### config.mk
export PLATFORM = sky130hd
export DESIGN_NAME = rr_arb_mux
export DESIGN_NICKNAME = d
export VERILOG_FILES = /design/src/rtl/rr_arb_mux_pkg.sv /design/src/rtl/rr_arb_mux_arbiter.sv /design/src/rtl/rr_arb_mux.sv
export SDC_FILE = /design/constraint.sdc
export NUM_CORES = 1
export LEC_CHECK = 0
export ABC_AREA = 1
export CAP_MARGIN = 10
export CORE_UTILIZATION = 24
export CTS_BUF_LIST = sky130_fd_sc_hd__clkbuf_8 sky130_fd_sc_hd__clkbuf_16
export DETAILED_ROUTE_END_ITERATION = 8
export GPL_TIMING_DRIVEN = 0
export PLACE_DENSITY_LB_ADDON = 0.2
export SLEW_MARGIN = 20
export SYNTH_ARGS = -nofsm -noshare
export SYNTH_HDL_FRONTEND = slang
export SYNTH_SLANG_ARGS = --single-unit
### constraint.sdc
create_clock -name clk_i -period 1.3 [get_ports clk_i]
set_input_delay 0.13 -clock clk_i [delete_from_list [all_inputs] [get_ports clk_i]]
set_output_delay 0.13 -clock clk_i [all_outputs]
set_load 0.1 [all_outputs]
### src/rtl/rr_arb_mux_pkg.sv
// Shared types and helpers for the round-robin arbitrating mux.
package rr_arb_mux_pkg;

  typedef enum logic {
    ARB  = 1'b0,
    HOLD = 1'b1
  } state_e;

  function automatic int idx_width(input int n);
    return (n <= 2) ? 1 : $clog2(n);
  endfunction

endpackage

### src/rtl/rr_arb_mux_arbiter.sv
// Combinational round-robin arbiter: double-width masked priority encode,
// so the lowest request strictly above last_ptr wins, else the lowest overall.
module rr_arbiter
  import rr_arb_mux_pkg::*;
#(
  parameter  int Num_Ch    = 4,
  localparam int Idx_Width = idx_width(Num_Ch)
) (
  input  logic [Num_Ch-1:0]    req_i,
  input  logic [Idx_Width-1:0] last_ptr_i,
  output logic [Num_Ch-1:0]    gnt_o,
  output logic [Idx_Width-1:0] gnt_idx_o,
  output logic                 any_o
);

  logic [Num_Ch-1:0]   mask;
  logic [2*Num_Ch-1:0] dbl;

  always_comb begin
    for (int i = 0; i < Num_Ch; i++) mask[i] = (Idx_Width'(i) > last_ptr_i);
    // lower half holds requests above last_ptr, upper half is the wrapped copy
    dbl = {req_i, req_i & mask};
    gnt_idx_o = '0;
    for (int j = 2*Num_Ch-1; j >= 0; j--)
      if (dbl[j]) gnt_idx_o = Idx_Width'(j % Num_Ch);
    any_o = |req_i;
    gnt_o = any_o ? ({{(Num_Ch-1){1'b0}}, 1'b1} << gnt_idx_o) : '0;
  end

endmodule

### src/rtl/rr_arb_mux.sv
// N:1 round-robin arbitrating mux with valid/ready handshake.
// Define RR_ARB_MUX_OUT_REG_EN to add a registered output stage (latency 1).
module rr_arb_mux
  import rr_arb_mux_pkg::*;
#(
  parameter  int Data_Width = 32,
  parameter  int Num_Ch     = 4,
  localparam int Idx_Width  = idx_width(Num_Ch)
) (
  input  logic                         clk_i,
  input  logic                         rst_i,
  input  logic [Num_Ch-1:0]            in_valid_i,
  input  logic [Num_Ch*Data_Width-1:0] in_data_i,
  output logic [Num_Ch-1:0]            in_ready_o,
  output logic                         out_valid_o,
  output logic [Data_Width-1:0]        out_data_o,
  output logic [Idx_Width-1:0]         out_ch_o,
  input  logic                         out_ready_i
);

  state_e                 state_q, state_d;
  logic [Idx_Width-1:0]   last_ptr_q, last_ptr_d;
  logic [Idx_Width-1:0]   lock_idx_q, lock_idx_d;

  logic [Num_Ch-1:0]      arb_gnt;
  logic [Idx_Width-1:0]   arb_idx;
  logic                   arb_any;

  logic [Num_Ch-1:0]      grant_oh;
  logic [Idx_Width-1:0]   grant_idx;
  logic                   sel_valid;
  logic [Data_Width-1:0]  sel_data;
  logic                   xfer;

  rr_arbiter #(.Num_Ch(Num_Ch)) u_arb (
    .req_i      (in_valid_i),
    .last_ptr_i (last_ptr_q),
    .gnt_o      (arb_gnt),
    .gnt_idx_o  (arb_idx),
    .any_o      (arb_any)
  );

  // state register
  always_ff @(posedge clk_i) begin
    if (rst_i) begin
      state_q    <= ARB;
      last_ptr_q <= Idx_Width'(Num_Ch-1);
      lock_idx_q <= '0;
    end else begin
      state_q    <= state_d;
      last_ptr_q <= last_ptr_d;
      lock_idx_q <= lock_idx_d;
    end
  end

  // output/grant comb: HOLD pins the grant to the latched index
  always_comb begin
    if (state_q == HOLD) begin
      grant_idx = lock_idx_q;
      grant_oh  = {{(Num_Ch-1){1'b0}}, 1'b1} << lock_idx_q;
      sel_valid = 1'b1;
    end else begin
      grant_idx = arb_idx;
      grant_oh  = arb_gnt;
      sel_valid = arb_any;
    end
    sel_data = '0;
    for (int i = 0; i < Num_Ch; i++)
      if (sel_valid && grant_idx == Idx_Width'(i)) sel_data = in_data_i[i*Data_Width +: Data_Width];
  end

`ifdef RR_ARB_MUX_OUT_REG_EN
  logic                  out_valid_q;
  logic [Data_Width-1:0] out_data_q;
  logic [Idx_Width-1:0]  out_ch_q;
  logic                  load;

  assign load        = !out_valid_q || out_ready_i;
  assign in_ready_o  = grant_oh & {Num_Ch{load}};
  assign xfer        = sel_valid && load;
  assign out_valid_o = out_valid_q;
  assign out_data_o  = out_data_q;
  assign out_ch_o    = out_ch_q;

  always_ff @(posedge clk_i) begin
    if (rst_i) begin
      out_valid_q <= 1'b0;
      out_data_q  <= '0;
      out_ch_q    <= '0;
    end else if (load) begin
      out_valid_q <= sel_valid;
      out_data_q  <= sel_data;
      out_ch_q    <= sel_valid ? grant_idx : '0;
    end
  end

  // the output register absorbs back-pressure, so the arbiter never holds
  always_comb begin
    state_d    = ARB;
    lock_idx_d = lock_idx_q;
    last_ptr_d = xfer ? grant_idx : last_ptr_q;
  end
`else
  assign in_ready_o  = grant_oh & {Num_Ch{out_ready_i}};
  assign xfer        = sel_valid && out_ready_i;
  assign out_valid_o = sel_valid;
  assign out_data_o  = sel_data;
  assign out_ch_o    = sel_valid ? grant_idx : '0;

  // next-state comb
  always_comb begin
    state_d    = state_q;
    lock_idx_d = lock_idx_q;
    last_ptr_d = xfer ? grant_idx : last_ptr_q;
    case (state_q)
      ARB: if (sel_valid && !out_ready_i) begin
        state_d    = HOLD;
        lock_idx_d = grant_idx;
      end
      HOLD: if (out_ready_i) state_d = ARB;
      default: state_d = ARB;
    endcase
  end
`endif

endmodule
==> results of run 1 <==
## worst paths after layout
path,start,to,slack (ps),cells past startpoint
setup / recovery,last_ptr_q[1]$_SDFFE_PP1P_,out_data_o[17],-670,11
hold / removal,out_ready_i,last_ptr_q[0]$_SDFFE_PP1P_,270,3
setup reg to reg,state_q$_SDFF_PP0_,last_ptr_q[1]$_SDFFE_PP1P_,20,8
hold reg to reg,last_ptr_q[0]$_SDFFE_PP1P_,last_ptr_q[0]$_SDFFE_PP1P_,520,2
## final cells by class
type                            instances  area [sq um]
Fill cell                             432          1360
Buffer                                 21           234
Clock buffer                            3          41.3
Sequential cell                         5           111
Tap cell                               72          90.1
Clock inverter                          1          3.75
Multi-Input combinational cell        211          1300
Timing Repair Buffer                  195          2320
Inverter                               16          82.6
## power groups by stage
| stage | sequential (mW) | clock, mW | combinational [mW] |
|---|---|---|---|
| final | 0.187 | 0.278 | 4.47 |
| after global routing | 0.188 | 0.296 | 4.61 |
| after CTS | 0.182 | 0.283 | 4.05 |
| after detailed placement | 0.183 | 0 | 3.53 |
| after global placement | 0.182 | 0 | 3.51 |
| after floorplan | 0.180 | 0 | 2.47 |
## sequential cells by signal, indices dropped and copies added, names as in the netlist
register	flops
state_q	1
last_ptr_q	2
lock_idx_q	2
## Yosys cell counts
cell,number
nand3_2,2
clkbuf_1,3
a21oi_1,4
buf_6,9
nand2_1,85
nor2_2,1
nand3_1,36
o21ai_1,1
o21ai_0,4
a21oi_2,1
o21bai_4,1
nor3_1,2
inv_1,12
nor2_1,5
nand2_2,4
buf_4,3
nand4_1,65
dfxtp_1,5
inv_2,4
buf_2,6
## metal layers
layer  part of all wire  global-route usage  up-vias
met2               0.51               0.474      160
met4              0.030              0.0833        0
li1                   -                   -     1308
met1               0.37               0.271     1245
met5                  0                   0        -
met3              0.088              0.0671       26
## through the flow
stage               std cells  setup TNS (ps)
finish                    524          -22460
global route              524          -25150
CTS                       510          -21830
detailed placement        498          -63910
global placement          498          -62610
floorplan                 253          -65850
## logic make-up after synthesis
logic type,after synthesis,share of synthesized area
AO/OA/AOI/OAI,11,0.0524
buffers and inverters,37,0.163
flip-flops,5,0.0723
AND/OR/NAND/NOR,200,0.712
## layout by cell type (no fill, tap or decap), types with 4 or more instances in the layout
cell,synthesis,layout
clkdlybuf4s50_1,0,129
nand4_1,65,65
nand2_1,85,53
nand3_1,36,34
nand2_2,4,27
buf_12,0,27
buf_8,0,19
buf_6,9,14
buf_4,3,12
inv_1,12,7
nand2_4,0,7
inv_2,4,5
clkbuf_16,0,4
## worst min-delay path, stage by stage
cell,delay (ps)
dlymetal6s2s_1,160
nand2_2,90
o21ai_1,60
## repair_timing
item                       CTS  global route
cloned                       2             4
hold buffers                 0             0
gates resized for setup    345            91
setup buffers                6            10
setup endpoints to repair   41            42
pin swaps                   26            31
==> impl_metrics.py, run 1 <==
metrics = {
    "global_routing": {
        "grt_first_pass_wirelength_um": 12400,
        "grt_max_degree": 11,
        "grt_pass1_vias": 2629,
        "antenna_found_initial": 0,
        "gr-usage-all-layers": 0.253,
        "grt_overflow_total": 0,
    },
    "routing": {
        "wl_per_cell_um": 16.9,
        "vias": 2739,
        "wl_um": 8840,
        "drt-initial-drc-count": 105,
        "ant_nets": 0,
        "drc": 0,
        "vias_per_cell": 5.23,
        "first_pass_iters": 4,
    },
    "power_and_ir_drop": {
        "p_sw_mw": 2.86,
        "leakage_nw": 1.74,
        "power_density_mw_per_mm2": 1180,
        "seqPwrFrac": 0.038,
        "irDropWorstVdd_uv": 855,
        "power_mw": 4.93,
        "p_int_mw": 2.08,
        "power.clock.fraction": 0.056,
        "swShare": 0.579,
        "pwr-share-comb": 0.906,
    },
    "timing": {
        "hold_slack_ps": 271,
        "post-route-min-period_ps": 1970,
        "setup_viol": 39,
        "period_share": 1.51,
        "hold_viol_final": 0,
        "finalWorstSetupSlack_ps": -666,
        "rsz0062_at_grt": "yes",
        "finClkSkew_ps": 2.54,
        "maxSlewHeadroom": 0.781,
        "fmax_ghz": 0.509,
        "max_slew.worst_pin.slew_ps": 328,
        "slew_viol_final": 0,
    },
    "synthesis": {
        "yosysTopAreaCell": "nand4_1",
        "synth_area_per_cell_sq_um": 5.47,
        "synth_cells": 253,
        "synth.top_cells.by_area": "nand4_1 29%, nand2_1 23%, nand3_1 13%, buf_6 7.3%, dfxtp_1 7.2%",
        "synth_cell_types": 20,
        "ys_warn_count": 0,
        "synthesis.area_sq_mm": 0.00138,
        "synth_nets": 388,
        "synthDominantCellAreaShare": 0.294,
        "ys_ff_latch": 5,
        "seq_area_frac_synth": 0.0723,
    },
    "die": {
        "die_h_um": 77.9,
        "die_w_um": 77.9,
        "die-area_sq_mm": 0.00607,
        "core_area_sq_mm": 0.00554,
        "row_count": 27,
        "ios": 174,
        "initial_core_util": 0.250,
    },
    "worst_setup_path": {
        "arrival_ps": 1840,
        "required_ps": 1170,
        "cp_num_buf_inv": 3,
        "critPathLaunchType": "register",
        "worstPathMaxFanout": 5,
        "cpPeakStageDelay_ps": 360,
        "crit_chain": "nand2_2 -> nand2_2 -> nand2_2 -> nand2_4 -> nand2_4 -> o21bai_4 -> buf_6 -> buf_6 -> nand2_2 -> nand4_1 -> buf_12",
        "cpMostUsedCell": "nand2_2",
        "cp_top_family": "simple AND/OR/NAND/NOR gates",
        "worst-setup-path-type": "reg -> out",
        "cp-end-kind": "output pin",
        "crit_path_top_delay_cell": "dfxtp_4",
    },
    "placed_design": {
        "port_buffers": 173,
        "postPlaceCellArea_sq_mm": 0.00327,
        "dpl.hpwl_um": 5800,
        "place_congestion": 0.801,
        "pre_cts_ws_ps": -1720,
    },
    "clocking": {
        "cts.clk_slew.worst_paths_ps": 30,
        "cts_buffers": 3,
        "clock_latency_ps": 220,
        "clock_sinks": 5,
        "clock_path_buffers": 2,
        "htree_levels": 1,
        "cts_root_buffer": "clkbuf_8",
        "cts_tree": "built",
    },
    "layout": {
        "drive_above_1_share": 0.327,
        "num_antenna_cells": 0,
        "area_growth_pct": 202,
        "fin_nets": 588,
        "final_design_area_no_fill_sq_mm": 0.00418,
        "final_util": 0.754,
    },
    "outcome": {
        "outcome": "finished, violations left",
        "violations": "setup timing",
    },
    "min_path": {
        "hold_path.class": "in -> reg",
    },
    "run": {
        "drv_cap": 0,
    },
}
Power figures use the tool's default switching activity.
==> run 2, diff against run 1 <==
Settings changed: CORE_ASPECT_RATIO set to 2.
Clock period 1.3 ns to 1.8 ns, I/O delays scaled along.
==> run 2 against run 1 <==
  * The run still ends with setup timing left
  * Flip-flop and latch count stayed put
  * Final cell count is 2.3% lower
  * Wire length shrank 1.7%
  * Highest routed layer unchanged
==> impl_metrics.py, run 2 (synthesized netlist as in run 1, its figures left out) <==
metrics = {
    "outcome": {
        "outcome": "finished, violations left",
        "violations": "setup timing",
    },
    "worst_setup_path": {
        "required_ps": 1620,
        "r2r-end": "lock_idx_q[0]$_SDFFE_PP0P_",
        "arrival_ps": 1930,
        "worstPathMaxFanout": 6,
        "worst-setup-path-type": "reg -> out",
        "r2r_cells": 9,
        "cp-end-kind": "output pin",
        "setup.worst_path.start": "last_ptr_q[0]$_SDFFE_PP1P_",
        "critPathLaunchType": "register",
        "reg2reg_setup_slack_ps": 460,
        "critical_path.endpoint": "out_data_o[23]",
        "r2r_start": "last_ptr_q[0]$_SDFFE_PP1P_",
    },
    "routing": {
        "ant_nets": 0,
        "vias_per_cell": 5.27,
        "vias": 2700,
        "drt-initial-drc-count": 152,
        "wl_um": 8680,
        "wl_per_cell_um": 17.0,
        "drc": 0,
        "first_pass_iters": 4,
    },
    "die": {
        "initial_core_util": 0.253,
        "ios": 174,
        "die-area_sq_mm": 0.00609,
        "die_w_um": 55.7,
        "die_h_um": 109,
        "core_area_sq_mm": 0.00547,
        "row_count": 38,
    },
    "layout": {
        "final_common_cell": "clkdlybuf4s50_1",
        "num_antenna_cells": 0,
        "drive_above_1_share": 0.319,
        "fin_nets": 588,
        "final_cell_count_no_fill": 512,
        "final_design_area_no_fill_sq_mm": 0.00413,
        "area_growth_pct": 198,
        "final_cell_mix": "130 x clkdlybuf4s50_1, 65 x nand4_1, 55 x nand2_1",
        "reg_top3": "last_ptr_q x2, lock_idx_q x2, state_q x1",
    },
    "placed_design": {
        "port_buffers": 173,
        "dpl.hpwl_um": 5850,
        "dpl.cell_count": 486,
        "pre_cts_ws_ps": -1320,
        "postPlaceCellArea_sq_mm": 0.00322,
        "place_congestion": 0.828,
    },
    "power_and_ir_drop": {
        "p_int_mw": 1.49,
        "p_sw_mw": 2.06,
        "seqPwrFrac": 0.038,
        "pwr-share-comb": 0.903,
        "power_mw": 3.56,
        "swShare": 0.580,
        "power.clock.fraction": 0.059,
        "leakage_nw": 1.72,
        "irDropWorstVdd_uv": 836,
        "power_density_mw_per_mm2": 862,
    },
    "clocking": {
        "cts_buffers": 3,
        "cts.clk_slew.worst_paths_ps": 40,
        "clock_path_buffers": 2,
        "clock_latency_ps": 230,
        "cts_tree": "built",
        "htree_levels": 1,
        "clock_sinks": 5,
        "cts_root_buffer": "clkbuf_8",
    },
    "global_routing": {
        "grt_first_pass_wirelength_um": 12800,
        "antenna_found_initial": 0,
        "grt_overflow_total": 0,
        "grt_pass1_vias": 2768,
        "grt_max_degree": 11,
        "gr-usage-all-layers": 0.261,
    },
    "timing": {
        "fmax_ghz": 0.474,
        "period_share": 1.17,
        "tns_ps": -9270,
        "finalWorstSetupSlack_ps": -312,
        "maxSlewHeadroom": 0.641,
        "rsz0062_at_grt": "yes",
        "finClkSkew_ps": 0.152,
        "slew_viol_final": 0,
        "setup_viol": 34,
        "hold_viol_final": 0,
        "max_slew.worst_pin.slew_ps": 540,
        "post-route-min-period_ps": 2110,
    },
    "min_path": {
        "hold_path.class": "reg -> reg",
    },
    "run": {
        "drv_cap": 0,
    },
}
run 2: cell count changes in the layout (fill, tap and decap cells not counted), sizes merged:
cell           delta
clkdlybuf4s50     +1
clkbuf            -6
clkdlybuf4s15     +1
buf               +4
inv               +2
bufbuf            +1
clkinvlp          -2
dlygate4sd2       +1
dlymetal6s2s      -2
run 2: per-stage QoR:
stage / hold WS [ps] / utilization
2_1_floorplan: 245 / -
3_3_place_gp: 482 / 0.589
3_5_place_dp: 507 / 0.589
4_1_cts: 516 / 0.725
5_1_grt: 557 / 0.755
6_report: 529 / 0.755
run 2: repair_timing:
item,4_1_cts,5_1_grt
pin swaps,40,10
hold buffers,0,0
buffers inserted,14,2
setup endpoints to repair,39,37
gates cloned,6,0
resized for setup,381,40
run 2: routing by layer:
metal | GRT usage | share of wire
met1 | 0.271 | 0.34
met2 | 0.521 | 0.58
met3 | 0.0294 | 0.053
met4 | 0.100 | 0.027
met5 | 0 | 0
run 2: cell type report:
| type | instances | area, sq um |
|---|---|---|
| well taps | 60 | 75.1 |
| multi-input cells | 211 | 1280 |
| clock inverters | 1 | 3.75 |
| flip-flops and latches | 5 | 109 |
| plain buffers | 21 | 221 |
| fillers | 408 | 1340 |
| inverters | 16 | 70.1 |
| clock buffers | 3 | 41.3 |
| repair buffers | 195 | 2320 |
run 2: worst max-delay path, stage by stage, from the launching register on:
cell and delay [ps]:
dfxtp_4 350, nand2_2 80, nand2_2 70, nand3_4 100, nand3_4 110, buf_12 150, o21bai_4 170, buf_12 160
buf_8 130, nand2_2 50, nand4_1 130, buf_12 200
run 2: power by group through the flow:
| stage | Combinational (mW) | Sequential (mW) | Clock, mW |
|---|---|---|---|
| floorplan | 1.77 | 0.129 | 0 |
| global placement | 2.52 | 0.130 | 0 |
| detailed placement | 2.53 | 0.130 | 0 |
| CTS | 3.09 | 0.132 | 0.211 |
| global route | 3.32 | 0.135 | 0.220 |
| finish | 3.21 | 0.134 | 0.211 |
run 2: how the worst min path moves through the flow:
stage	end	slack [ps]	start	cells after the start
floorplan	state_q$_SDFF_PP0_	240	rst_i	1
global placement	last_ptr_q[0]$_SDFFE_PP1P_	480	last_ptr_q[0]$_SDFFE_PP1P_	2
detailed placement	last_ptr_q[0]$_SDFFE_PP1P_	510	last_ptr_q[0]$_SDFFE_PP1P_	2
CTS	lock_idx_q[1]$_SDFFE_PP0P_	520	lock_idx_q[1]$_SDFFE_PP0P_	2
global route	last_ptr_q[0]$_SDFFE_PP1P_	560	last_ptr_q[0]$_SDFFE_PP1P_	2
finish	last_ptr_q[0]$_SDFFE_PP1P_	530	last_ptr_q[0]$_SDFFE_PP1P_	2
